--- src/rtl/bmp_cmd_queue_if.sv ---
// Processor-side register bus for the BMP/font command queue.
interface bmp_cmd_queue_if;
  logic        sel;
  logic        we;
  logic [15:0] addr;
  logic [15:0] wdata;
  logic [15:0] rdata;

  modport master (output sel, we, addr, wdata, input rdata);
  modport slave  (input sel, we, addr, wdata, output rdata);
endinterface

--- src/rtl/bmp_cmd_queue.sv ---
// Command FIFO + dispatcher feeding the BMP/font placer; optional BMP_AUTO_ADVANCE_EN
// steps XLOC by FONT_W after every accepted font push.
//   state   | meaning
//   S_IDLE  | waiting for a queued entry; pops the head into the output registers
//   S_ISSUE | add_img/add_fnt pulse cycle
//   S_WAIT  | holding indx/xloc/yloc until place_done
module bmp_cmd_queue #(
  parameter logic [15:0] BASE_ADDR = 16'hC008,
  parameter int          XW        = 10,
  parameter int          YW        = 9,
  parameter int          IW        = 6,
  parameter int          DEPTH     = 8,
  parameter int          FONT_W    = 13
) (
  input  logic                 clk,
  input  logic                 rst_n,
  bmp_cmd_queue_if.slave       bus,
  output logic                 add_img,
  output logic                 add_fnt,
  output logic [IW-1:0]        indx,
  output logic [XW-1:0]        xloc,
  output logic [YW-1:0]        yloc,
  input  logic                 place_done,
  output logic                 irq_empty
);

  localparam int PW = $clog2(DEPTH);
  localparam int CW = PW + 1;

  typedef struct packed {
    logic          kind;
    logic [IW-1:0] idx;
    logic [XW-1:0] x;
    logic [YW-1:0] y;
  } entry_t;

  typedef enum logic [1:0] {S_IDLE, S_ISSUE, S_WAIT} state_t;

  logic [XW-1:0] xreg_q, xreg_d;
  logic [YW-1:0] yreg_q, yreg_d;
  entry_t        mem_q [DEPTH];
  entry_t        mem_d [DEPTH];
  logic [PW-1:0] wr_ptr_q, wr_ptr_d;
  logic [PW-1:0] rd_ptr_q, rd_ptr_d;
  logic [CW-1:0] count_q, count_d;
  logic          ovf_q, ovf_d;
  state_t        state_q, state_d;
  logic          add_img_q, add_img_d;
  logic          add_fnt_q, add_fnt_d;
  logic [IW-1:0] indx_q, indx_d;
  logic [XW-1:0] xloc_q, xloc_d;
  logic [YW-1:0] yloc_q, yloc_d;
  logic          irq_q, irq_d;

  logic   wr_x, wr_y, wr_cmd, wr_stat, rd_stat;
  logic   fifo_full, fifo_empty, pop, push_ok;
  entry_t head;
  logic [15:0] status;
  logic   unused_wdata;

`ifndef BMP_AUTO_ADVANCE_EN
  localparam int unused_font_w = FONT_W;
`endif

  assign wr_x    = bus.sel && bus.we && (bus.addr == BASE_ADDR);
  assign wr_y    = bus.sel && bus.we && (bus.addr == BASE_ADDR + 16'd1);
  assign wr_cmd  = bus.sel && bus.we && (bus.addr == BASE_ADDR + 16'd2);
  assign wr_stat = bus.sel && bus.we && (bus.addr == BASE_ADDR + 16'd3);
  assign rd_stat = bus.sel && (bus.addr == BASE_ADDR + 16'd3);
  assign unused_wdata = ^bus.wdata;

  assign fifo_full  = (count_q == CW'(DEPTH));
  assign fifo_empty = (count_q == '0);
  assign head       = mem_q[rd_ptr_q];
  // A pop in the same cycle frees the slot, so a push into a full FIFO still lands.
  assign push_ok    = wr_cmd && (!fifo_full || pop);

  always_comb begin
    status           = '0;
    status[15]       = ovf_q;
    status[14]       = fifo_full;
    status[13]       = fifo_empty;
    status[12]       = (state_q != S_IDLE);
    status[CW-1:0]   = count_q;
  end

  assign bus.rdata = rd_stat ? status : 16'h0000;

  always_comb begin
    xreg_d   = xreg_q;
    yreg_d   = yreg_q;
    mem_d    = mem_q;
    wr_ptr_d = wr_ptr_q;
    rd_ptr_d = rd_ptr_q;
    count_d  = count_q;
    ovf_d    = ovf_q;
    if (wr_x) xreg_d = bus.wdata[XW-1:0];
    if (wr_y) yreg_d = bus.wdata[YW-1:0];
    if (push_ok) begin
      mem_d[wr_ptr_q].kind = bus.wdata[0];
      mem_d[wr_ptr_q].idx  = bus.wdata[IW:1];
      mem_d[wr_ptr_q].x    = xreg_q;
      mem_d[wr_ptr_q].y    = yreg_q;
      wr_ptr_d             = wr_ptr_q + PW'(1);
`ifdef BMP_AUTO_ADVANCE_EN
      if (!bus.wdata[0]) xreg_d = xreg_q + XW'(FONT_W);
`endif
    end
    if (wr_cmd && !push_ok)              ovf_d = 1'b1;
    else if (wr_stat && bus.wdata[15])   ovf_d = 1'b0;
    if (pop) rd_ptr_d = rd_ptr_q + PW'(1);
    case ({push_ok, pop})
      2'b10:   count_d = count_q + CW'(1);
      2'b01:   count_d = count_q - CW'(1);
      default: count_d = count_q;
    endcase
  end

  always_comb begin
    state_d   = state_q;
    add_img_d = 1'b0;
    add_fnt_d = 1'b0;
    indx_d    = indx_q;
    xloc_d    = xloc_q;
    yloc_d    = yloc_q;
    pop       = 1'b0;
    case (state_q)
      S_IDLE: begin
        if (!fifo_empty) begin
          pop       = 1'b1;
          add_img_d = head.kind;
          add_fnt_d = !head.kind;
          indx_d    = head.idx;
          xloc_d    = head.x;
          yloc_d    = head.y;
          state_d   = S_ISSUE;
        end
      end
      S_ISSUE: state_d = S_WAIT;
      S_WAIT:  if (place_done) state_d = S_IDLE;
      default: state_d = S_IDLE;
    endcase
    irq_d = fifo_empty && (state_q == S_IDLE);
  end

  always_ff @(posedge clk or negedge rst_n) begin
    if (!rst_n) begin
      xreg_q    <= '0;
      yreg_q    <= '0;
      for (int i = 0; i < DEPTH; i++) mem_q[i] <= '0;
      wr_ptr_q  <= '0;
      rd_ptr_q  <= '0;
      count_q   <= '0;
      ovf_q     <= 1'b0;
      state_q   <= S_IDLE;
      add_img_q <= 1'b0;
      add_fnt_q <= 1'b0;
      indx_q    <= '0;
      xloc_q    <= '0;
      yloc_q    <= '0;
      irq_q     <= 1'b1;
    end else begin
      xreg_q    <= xreg_d;
      yreg_q    <= yreg_d;
      mem_q     <= mem_d;
      wr_ptr_q  <= wr_ptr_d;
      rd_ptr_q  <= rd_ptr_d;
      count_q   <= count_d;
      ovf_q     <= ovf_d;
      state_q   <= state_d;
      add_img_q <= add_img_d;
      add_fnt_q <= add_fnt_d;
      indx_q    <= indx_d;
      xloc_q    <= xloc_d;
      yloc_q    <= yloc_d;
      irq_q     <= irq_d;
    end
  end

  assign add_img   = add_img_q;
  assign add_fnt   = add_fnt_q;
  assign indx      = indx_q;
  assign xloc      = xloc_q;
  assign yloc      = yloc_q;
  assign irq_empty = irq_q;

endmodule

--- src/flat_wrapper.sv ---
// flat-port wrapper written by rule: the top's interface ports become plain ports
module bmp_cmd_queue_flat 
#(
  parameter logic [15:0] BASE_ADDR = 16'hC008,
  parameter int          XW        = 10,
  parameter int          YW        = 9,
  parameter int          IW        = 6,
  parameter int          DEPTH     = 8,
  parameter int          FONT_W    = 13
)
  (clk, rst_n, add_img, add_fnt, indx, xloc, yloc, place_done, irq_empty, bus_sel, bus_we, bus_addr, bus_wdata, bus_rdata);
  bmp_cmd_queue_if bus_i ();
  input  logic clk;
  input  logic rst_n;
  output logic add_img;
  output logic add_fnt;
  output logic [IW-1:0] indx;
  output logic [XW-1:0] xloc;
  output logic [YW-1:0] yloc;
  input  logic place_done;
  output logic irq_empty;
  input wire logic [$bits(bus_i.sel)-1:0] bus_sel;
  input wire logic [$bits(bus_i.we)-1:0] bus_we;
  input wire logic [$bits(bus_i.addr)-1:0] bus_addr;
  input wire logic [$bits(bus_i.wdata)-1:0] bus_wdata;
  output wire logic [$bits(bus_i.rdata)-1:0] bus_rdata;
  assign bus_i.sel = bus_sel;
  assign bus_i.we = bus_we;
  assign bus_i.addr = bus_addr;
  assign bus_i.wdata = bus_wdata;
  assign bus_rdata = bus_i.rdata;
  bmp_cmd_queue #(.BASE_ADDR(BASE_ADDR), .XW(XW), .YW(YW), .IW(IW), .DEPTH(DEPTH), .FONT_W(FONT_W)) u_core (.clk(clk), .rst_n(rst_n), .bus(bus_i), .add_img(add_img), .add_fnt(add_fnt), .indx(indx), .xloc(xloc), .yloc(yloc), .place_done(place_done), .irq_empty(irq_empty));
endmodule
--- config.mk ---
export PLATFORM = sky130hd
export DESIGN_NAME = bmp_cmd_queue_flat
export DESIGN_NICKNAME = d
export VERILOG_FILES = /design/src/rtl/bmp_cmd_queue_if.sv /design/src/rtl/bmp_cmd_queue.sv /design/src/flat_wrapper.sv
export SDC_FILE = /design/constraint.sdc
export NUM_CORES = 1
export LEC_CHECK = 0
export ABC_AREA = 1
export ABC_CLOCK_PERIOD_IN_PS = 2400
export CAP_MARGIN = 25
export CORE_MARGIN = 2
export CORE_UTILIZATION = 50
export CTS_BUF_LIST = sky130_fd_sc_hd__clkbuf_8
export DETAILED_ROUTE_END_ITERATION = 8
export PLACE_DENSITY = 0.78
export SYNTH_ARGS = -nofsm -noshare
export SYNTH_HDL_FRONTEND = slang
export SYNTH_SLANG_ARGS = --single-unit
export TNS_END_PERCENT = 50
--- constraint.sdc ---
create_clock -name clk -period 2.4 [get_ports clk]
set_input_delay 0.48 -clock clk [delete_from_list [all_inputs] [get_ports clk]]
set_output_delay 0.48 -clock clk [all_outputs]
set_load 0.02 [all_outputs]
==> results of run 1 <==
## worst max-delay path: stages
cell,delay [ns]
clkdlybuf4s50_1,0.48
nand2_1,0.07
nor3_2,0.18
nand4_1,0.12
buf_4,0.17
nor3_2,0.09
buf_2,0.18
## sequential cells by signal, indices dropped and copies added (netlist names)
name	count
u_core.add_img	1
u_core.yreg_q	9
u_core.ovf_q	1
u_core.wr_ptr_q	3
u_core.indx	6
u_core.yloc	9
u_core.xloc	10
u_core.add_fnt	1
u_core.xreg_q	10
u_core.state_q	2
u_core.count_q	4
u_core.mem_q	208
u_core.irq_empty	1
u_core.rd_ptr_q	3
## per-stage QoR
step / util [%] / TNS (ns) / instances
after floorplan: - / 0 / 1633
after global placement: 55.2 / -13.59 / 1948
after detailed placement: 55.2 / -15.62 / 1948
final: 58.6 / 0 / 2031
after global routing: 58.6 / -0.0422 / 2031
after CTS: 58.7 / -0.0117 / 2031
## cells in the mapped netlist
master and number:
nand2_1 541, dfrtp_1 267, nand4_1 212, o21ai_0 103
nor2_1 90, clkbuf_1 78, o211ai_1 75, inv_1 72
buf_2 45, nand3_1 38, a21oi_1 22, buf_1 18
buf_6 12, buf_4 10, nor3_2 9, ha_1 5
nand3_4 5, nand3_2 4, clkinv_1 3, inv_2 3
xor2_1 3, o21a_1 2, xnor2_1 2, conb_1 1
dfstp_2 1, nand3b_1 1, nor2_2 1, nor2_4 1
nor3_1 1, nor3_4 1
## power breakdown
| part | total, W | switching, W | internal (W) |
|---|---|---|---|
| clock network | 0.00396 | 0.00186 | 0.00211 |
| logic | 0.00506 | 0.00334 | 0.00171 |
| registers | 0.00503 | 0.000204 | 0.00483 |
## logic make-up (layout without fill, tap and decap cells)
| logic type | Yosys count | in the layout | share of synthesized area (%) |
|---|---|---|---|
| adder cells (fa/ha/maj) | 5 | 5 | 0.472 |
| flip-flops | 268 | 268 | 50.6 |
| AND/OR/NAND/NOR | 904 | 904 | 31.3 |
| other | 1 | 8 | 0.0283 |
| XOR/XNOR | 5 | 5 | 0.330 |
| AO/OA/AOI/OAI | 202 | 202 | 9.08 |
| buffers and inverters | 241 | 304 | 8.21 |
## worst min path at each step
stage	startpoint	to	slack, ns	depth (start not counted)
2_1_floorplan	rst_n	u_core.add_fnt	0.18	0
3_3_place_gp	u_core.mem_q[132]	u_core.mem_q[132]	0.45	2
3_5_place_dp	u_core.mem_q[37]	u_core.mem_q[37]	0.45	2
4_1_cts	bus_wdata[9]	u_core.xreg_q[9]	0.46	3
5_1_grt	u_core.mem_q[155]	u_core.mem_q[155]	0.48	2
6_report	u_core.mem_q[148]	u_core.mem_q[148]	0.47	2
## layer usage
metal  vias up  part of all wire (%)
li1       5551                     -
met1      5818                    41
met3        96                   9.1
met4         0                   3.0
met5         -                     0
met2       608                    47
## area by class of cell
cell class                      instances  area (um2)  area share [%]
Tap cell                              335         419            2.75
Sequential cell                       268        6710            44.0
Inverter                               78         293            1.92
Timing Repair Buffer                  144        1390            9.11
Multi-Input combinational cell       1124        5560            36.4
Clock inverter                         26         118           0.770
Clock buffer                           56         771            5.05
## timing repair
item	in CTS	in global routing
hold endpoints to repair	58	0
gates resized for setup	26	11
hold buffers	1	0
setup endpoints to repair	8	9
==> results by group, run 1 <==
Finish
  – Final Instance Area: ~15000 um2
  – Share of cells above drive strength 1: ~11%
  – Filler Cell Count: ~2200
  – Synthesis-to-finish area growth: 15.2%
  – # nets final: about 1700
  – Most common cell after layout, fill and taps aside: nand2_1
  – Most frequent cells in the layout: nand2_1, dfrtp_1, nand4_1
  – Diodes inserted: 0

Clock network
  – TritonCTS buffer count: 44
  – Clk_lat worst skew: around 0.57 ns
  – Setup bufs post-CTS: 0
  – CTS tree: done
  – # clock sinks: between 200 and 300
  – H-tree Lvls: 2
  – Clk slew on worst S/H paths: 0.06 ns
  – Root buffer cell: clkbuf_8
  – Maximum clock insertion buffer count: 3

Routing
  – WL final: approximately 38000 um
  – Final ANT Viol Nets: 0
  – Drt via density: 5.94
  – WL/cell: approximately 19 um
  – Drt drc: 0
  – DR iter-0 viols: ~1500
  – Vias: around 12000
  – DRT Pass-1 Iters: 5

Global routing
  – Largest net degree at the start of global routing: approximately 120
  – Met1 Track Usage GR: a little under 40%
  – Initial antenna violation count: 0
  – Met3 usage: ~4.8%
  – Gr usage total: 27.5%
  – First-pass GRT wire length: 62100 um
  – Met2 Usage GRT: ~43%
  – Vias in the first global route: 11500
  – GR Overflow Total: 0
  – Top Usage Layer GRT: met2

Outcome
  – Run status: completed

Synthesis
  – Seq/Total Area, Yosys: about half
  – Synth warn: 0
  – Cell taking the most area after synthesis: dfrtp_1
  – Netlist cell types: 30
  – Synthesized cell area: 13300 um2
  – Share of the synthesized area in the top cell type: about 50%
  – Cells after synthesis: roughly 1600
  – Flops & latches, synth: ~270
  – Mean Syn Cell Area: 8.15 um2
  – Synth top area cells: dfrtp_1, nand2_1, nand4_1

Setup path
  – Crit Reg-Reg Endpoint: u_core.count_q[2]
  – Critical Path Start Type: input pin
  – CP startpoint: bus_addr[14]
  – FF-to-FF path depth: 12
  – CP endpoint: bus_rdata[14]
  – Critical path class: in -> out
  – CP Max Fanout: 8
  – R2R Path Start: u_core.count_q[1]
  – WP data arrival: 1.77 ns
  – Required @ worst endpoint: ~1.9 ns
  – CP Capture Type: output port
  – R2r setup slk: around 0.15 ns

Power
  – VDD IR max: between 700 and 800 uV
  – Total power: 0.0141 W
  – P per Cell Area: 920 nW/um2
  – Leakage power total: 7.72 nW

STA
  – Setup ws final: about 0.15 ns
  – FMAX: roughly 0.44 GHz
  – Final Cycle Share: 93.9%
  – Slew of the pin with the lowest slew margin: approximately 0.63 ns
  – Clock Skew: 0.0251 ns
  – Final hold violation count: 0
  – RSZ-0062 raised after global routing: true
  – Final Setup Violations: 0
  – Max Transition Viols Final: 0
  – Minimum clock period: 2.25 ns
  – Final hold slack: roughly 0.47 ns
  – Slew headroom: between 50% and 60%

Floorplan
  – Die width: around 170 um
  – Row cnt: 59
  – Core region area: 26100 um2
  – Die Footprint: around 28000 um2
  – Top Ports: roughly 80
  – Initial core utilization: ~51%
  – Die Ht: around 170 um

Placed design
  – PortBufs: between 60 and 70
  – Place WS: -0.369 ns
  – Gpl congestion: between 0.8 and 0.9
  – DPL Wire Length: between 20000 and 25000 um
  – Placed Area: about 14000 um2

Flow run
  – Max-Cap Viols: 0

Hold path
  – Hold Path Class: reg -> reg
No activity file was read; power rests on OpenSTA's default activity.
==> inputs of run 2 (changes only) <==
ABC_CLOCK_PERIOD_IN_PS = 1900   (was 2400)
clock period = 1.9 ns   (was 2.4 ns; I/O delays follow)
==> results by group, run 2 (same netlist as run 1, synthesis figures left out) <==
Global routing
  – Largest net degree at the start of global routing: 112
  – GR Overflow Total: 0
  – Initial antenna violation count: 0
  – Gr usage total: 27.9%
  – Vias in the first global route: approximately 12000
  – First-pass GRT wire length: between 60000 and 70000 um

STA
  – RSZ-0062 raised after global routing: true
  – Slew of the pin with the lowest slew margin: roughly 0.52 ns
  – Fin Setup TNS: -0.160 ns
  – Final hold violation count: 0
  – Final Setup Violations: 3
  – Slew headroom: about 65%
  – Minimum clock period: roughly 2 ns
  – Max Transition Viols Final: 0
  – Clock Skew: around 0.017 ns
  – FMAX: roughly 0.51 GHz
  – Setup ws final: -0.0776 ns
  – Final Cycle Share: 104%

Clock network
  – # clock sinks: 268
  – Maximum clock insertion buffer count: 3
  – Clk slew on worst S/H paths: 0.06 ns
  – Clk_lat worst skew: around 0.56 ns
  – TritonCTS buffer count: between 40 and 50
  – H-tree Lvls: 2
  – CTS tree: done
  – Root buffer cell: clkbuf_8

Routing
  – Drt via density: 5.96
  – Met3 wire len: 3390 um
  – DRT Pass-1 Iters: 6
  – WL final: a little under 40000 um
  – Final ANT Viol Nets: 0
  – M1 WL: approximately 16000 um
  – Drt drc: 0
  – Met2 wire length: around 19000 um
  – WL/cell: between 15 and 20 um
  – Highest metal used: met4
  – DR iter-0 viols: about 1300
  – Vias: approximately 12000

Floorplan
  – Initial core utilization: 50.9%
  – Top Ports: between 80 and 90
  – Die Ht: 167 um
  – Die width: between 150 and 200 um
  – Row cnt: a little under 60
  – Core region area: roughly 26000 um2
  – Die Footprint: roughly 28000 um2

Finish
  – Final Instance Area: roughly 16000 um2
  – Most frequent cells in the layout: nand2_1, dfrtp_1, nand4_1
  – Share of cells above drive strength 1: between 10% and 20%
  – Register name with the most flops: u_core.mem_q
  – Max reg flops: 208
  – Final core area utilization: between 60% and 70%
  – Diodes inserted: 0
  – Layout Cells excl Fill: between 2000 and 2500
  – Most common cell after layout, fill and taps aside: nand2_1
  – Synthesis-to-finish area growth: 19.0%
  – # nets final: approximately 1700

Setup path
  – Required @ worst endpoint: ~2.4 ns
  – Critical Path Start Type: flip-flop
  – FF-to-FF path depth: 13
  – R2r setup slk: -0.08 ns
  – CP Capture Type: flip-flop
  – CP endpoint: u_core.count_q[2]
  – Crit Reg-Reg Endpoint: u_core.count_q[2]
  – CP startpoint: u_core.count_q[2]
  – WP data arrival: about 2.4 ns
  – CP Max Fanout: 3
  – R2R Path Start: u_core.count_q[2]
  – Critical path class: reg -> reg

Placed design
  – DPL Wire Length: approximately 23000 um
  – Placed Area: approximately 15000 um2
  – Gpl congestion: slightly above 0.8
  – PortBufs: 67
  – Placed Cells: 1959

Power
  – Leakage power total: just over 8 nW
  – Total power: 0.0181 W
  – P per Cell Area: between 1000 and 1500 nW/um2
  – VDD IR max: 775 uV

Outcome
  – Violated checks: negative setup slack
  – Run status: finished with violations

Hold path
  – Hold Path Class: in -> async

Flow run
  – Max-Cap Viols: 0
==> run 2: changes by cell type in the layout (fill, tap and decap cells not counted), sizes merged <==
cell / delta
clkbuf: +3
clkinvlp: -2
buf: +26
clkdlybuf4s50: -43
dlymetal6s2s: +6
clkdlybuf4s15: +1
inv: +1
clkinv: -6
dlygate4sd2: +36
bufinv: +1
==> run 2: area by class of cell <==
type | count | area (um2)
well taps | 335 | 419
repair buffers | 169 | 1740
inverters | 78 | 293
clock inverters | 20 | 108
flip-flops and latches | 268 | 6710
multi-input cells | 1124 | 5690
fillers | 2229 | 10300
clock buffers | 60 | 826
==> run 2: metal layers <==
metal,up-vias,GRT usage (%)
met3,84,5.49
met4,0,9.11
met1,5929,38.1
li1,5597,-
met2,627,44.8
met5,-,0
==> run 2: worst min-delay path by stage <==
stage / start / end / depth (start not counted)
after detailed placement: rst_n / u_core.mem_q[52] / 1
after CTS: rst_n / u_core.mem_q[52] / 2
final: rst_n / u_core.mem_q[52] / 2
after global placement: rst_n / u_core.mem_q[52] / 1
after global routing: rst_n / u_core.mem_q[52] / 2
after floorplan: rst_n / u_core.add_fnt / 0
==> run 2: worst max-delay path, cell delays in order (launching register included) <==
cell,delay (ns)
dfrtp_1,0.41
nor3_4,0.25
buf_6,0.14
nand3_4,0.08
nand2_4,0.09
ha_4,0.14
nand2_2,0.05
inv_2,0.05
nor2_2,0.04
ha_2,0.16
a21oi_2,0.12
nor2_1,0.05
nand3b_1,0.16
o21a_1,0.11
==> run 2: per-stage QoR <==
stage	worst slack, ns	hold WS, ns
2_1_floorplan	-0.231	0.0844
3_3_place_gp	-0.652	0.345
3_5_place_dp	-0.724	0.341
4_1_cts	-0.0786	0.364
5_1_grt	-0.185	0.384
6_report	-0.0776	0.346
==> run 2: power breakdown <==
part	leakage [nW]	switching, W	internal (W)	total, W
registers	3.69	0.000289	0.00610	0.00639
logic	3.89	0.00426	0.00222	0.00648
clock network	0.539	0.00231	0.00294	0.00525
==> run 2: timing repair <==
| action | CTS | global route |
|---|---|---|
| hold buffers | 1 | 0 |
| hold endpoints to repair | 46 | 0 |
| endpoints found under the setup margin | 49 | 25 |
| gates resized for setup | 93 | 33 |
| setup buffers | 13 | 1 |
| pin swaps | 9 | 10 |
==> inputs of run 3 (changes only) <==
CORE_ASPECT_RATIO = 1.4   (was unset)
CTS_CLUSTER_SIZE = 10   (was unset)
==> results by group, run 3 (same netlist as run 1, synthesis figures left out) <==
Clock network
  – Maximum clock insertion buffer count: 3
  – Clk_lat worst skew: around 0.57 ns
  – H-tree Lvls: 2
  – Clk slew on worst S/H paths: around 0.06 ns
  – CTS tree: done
  – # clock sinks: between 200 and 300
  – Root buffer cell: clkbuf_8
  – TritonCTS buffer count: 42

Finish
  – Max reg flops: around 210
  – # nets final: about 1700
  – Register name with the most flops: u_core.mem_q
  – Share of cells above drive strength 1: 12.4%
  – Synthesis-to-finish area growth: 17.6%
  – Diodes inserted: 0
  – Most frequent cells in the layout: nand2_1, dfrtp_1, nand4_1
  – Most common cell after layout, fill and taps aside: nand2_1
  – Filler Cell Count: 2244

Setup path
  – Critical path class: reg -> reg
  – CP startpoint: u_core.count_q[2]
  – Required @ worst endpoint: between 2 and 2.5 ns
  – CP Max Fanout: 3
  – R2R Path Start: u_core.count_q[2]
  – CP Capture Type: flip-flop
  – Critical Path Start Type: flip-flop
  – WP data arrival: around 2.5 ns

STA
  – RSZ-0062 raised after global routing: true
  – FMAX: about 0.5 GHz
  – Minimum clock period: around 2 ns
  – Fin Setup TNS: -0.273 ns
  – Slew of the pin with the lowest slew margin: 0.556 ns
  – Clock Skew: roughly 0.025 ns
  – Final hold slack: 0.378 ns
  – Final Setup Violations: 4
  – Final hold violation count: 0
  – Final Cycle Share: 106%
  – Max Transition Viols Final: 0
  – Setup ws final: -0.114 ns
  – Slew headroom: between 60 and 70%

Floorplan
  – Initial core utilization: between 50% and 60%
  – Core region area: between 20000 and 30000 um2
  – Row cnt: 70
  – Top Ports: 81
  – Die Ht: 197 um
  – Die Footprint: between 20000 and 30000 um2
  – Die width: roughly 140 um

Power
  – Combinational share of power: 38.0%
  – VDD IR max: ~890 uV
  – Switching Power: approximately 0.0068 W
  – Leakage power total: approximately 8 nW
  – Clock network fraction of total power: a little over a quarter
  – Switch share: 38.5%
  – P per Cell Area: 1130 nW/um2
  – Cell internal pwr: ~0.011 W
  – Flop pwr share: around 36%

Outcome
  – Violated checks: negative setup slack
  – Run status: finished with violations

Flow run
  – Max-Cap Viols: 0

Routing
  – Drt via density: between 6 and 7
  – WL/cell: ~19 um
  – Vias: between 10000 and 15000
  – WL final: 38800 um
  – DR iter-0 viols: around 1300
  – DRT Pass-1 Iters: 5
  – Drt drc: 0
  – Final ANT Viol Nets: 0

Placed design
  – DPL Wire Length: approximately 23000 um
  – Gpl congestion: between 0.8 and 0.9
  – PortBufs: 67

Global routing
  – Largest net degree at the start of global routing: 93
  – Vias in the first global route: between 10000 and 15000
  – Gr usage total: between 20 and 30%
  – GR Overflow Total: 0
  – First-pass GRT wire length: ~63000 um
  – Initial antenna violation count: 0

Hold path
  – Hold Path Class: in -> async
[run 3: changes by cell type in the layout (fill, tap and decap cells not counted), moves of 2 or more]
| cell | before | now |
|---|---|---|
| nor2_2 | 9 | 5 |
| inv_1 | 85 | 88 |
| buf_6 | 7 | 5 |
| dlymetal6s2s_1 | 6 | 3 |
| nand2_1 | 533 | 537 |
| nand2_2 | 7 | 3 |
| buf_4 | 76 | 72 |
| nor2_1 | 77 | 80 |
| clkbuf_8 | 60 | 51 |
| dlygate4sd2_1 | 36 | 40 |
| buf_12 | 24 | 26 |
[run 3: power groups by stage]
stage	clock [W]	combinational, W	sequential, W
2_1_floorplan	0	0.00372	0.00672
6_report	0.00461	0.00669	0.00632
4_1_cts	0.00467	0.00645	0.00632
5_1_grt	0.00494	0.00733	0.00636
3_5_place_dp	0	0.00657	0.00641
3_3_place_gp	0	0.00646	0.00640
[run 3: routing by layer]
metal / vias up / part of all wire [%] / track usage [%]
li1: 5581 / - / -
met1: 5897 / 39 / 36.7
met2: 629 / 49 / 46.5
met3: 138 / 7.6 / 4.32
met4: 0 / 4.4 / 13.6
met5: - / 0 / 0
[run 3: path summary, 6_finish.rpt]
kind / endpoint / cells after the start / slack [ns]
max: u_core.count_q[2] / 13 / -0.11
max reg2reg: u_core.count_q[2] / 13 / -0.11
min reg2reg: u_core.mem_q[77] / 2 / 0.47
max in group asynchronous: u_core.mem_q[101] / 3 / 0.87
min in group clk: u_core.xreg_q[9] / 3 / 0.39
min: u_core.mem_q[26] / 2 / 0.38
[run 3: cell type report]
class,count,area [um2],share of cell area [%]
tap,324,405,2.60
clock inverter,20,80.1,0.513
clock buffer,51,702,4.50
multi-input combinational,1124,5680,36.4
timing repair buffer,166,1730,11.1
sequential,268,6710,43.0
inverter,78,293,1.88
[run 3: metrics by stage]
step | power (W) | worst slack [ns] | cells | util, % | cell area, um2
2_1_floorplan | 0.0104 | -0.231 | 1633 | - | 13300
3_3_place_gp | 0.0129 | -0.671 | 1953 | 56.4 | 14700
3_5_place_dp | 0.0130 | -0.678 | 1953 | 56.4 | 14700
4_1_cts | 0.0174 | -0.129 | 2029 | 59.3 | 15500
5_1_grt | 0.0186 | -0.220 | 2031 | 59.8 | 15600
6_report | 0.0176 | -0.114 | 2031 | 59.8 | 15600
[run 3: what timing repair did]
action	CTS	global route
hold buffers	1	0
endpoints found under the hold margin	52	0
buffers inserted	4	2
pin swaps	10	14
gates resized for setup	86	27
setup endpoints to repair	167	68
[run 3: worst max-delay path, cell delays in order (launching register included)]
cell and delay [ns]:
dfrtp_1 0.41, nor3_4 0.28, buf_6 0.15, nand3_4 0.07
nand2_4 0.08, ha_4 0.16, nand2_2 0.05, inv_2 0.08
nor2_4 0.05, ha_4 0.15, a21oi_2 0.11, nor2_1 0.05
nand3b_1 0.16, o21a_1 0.11
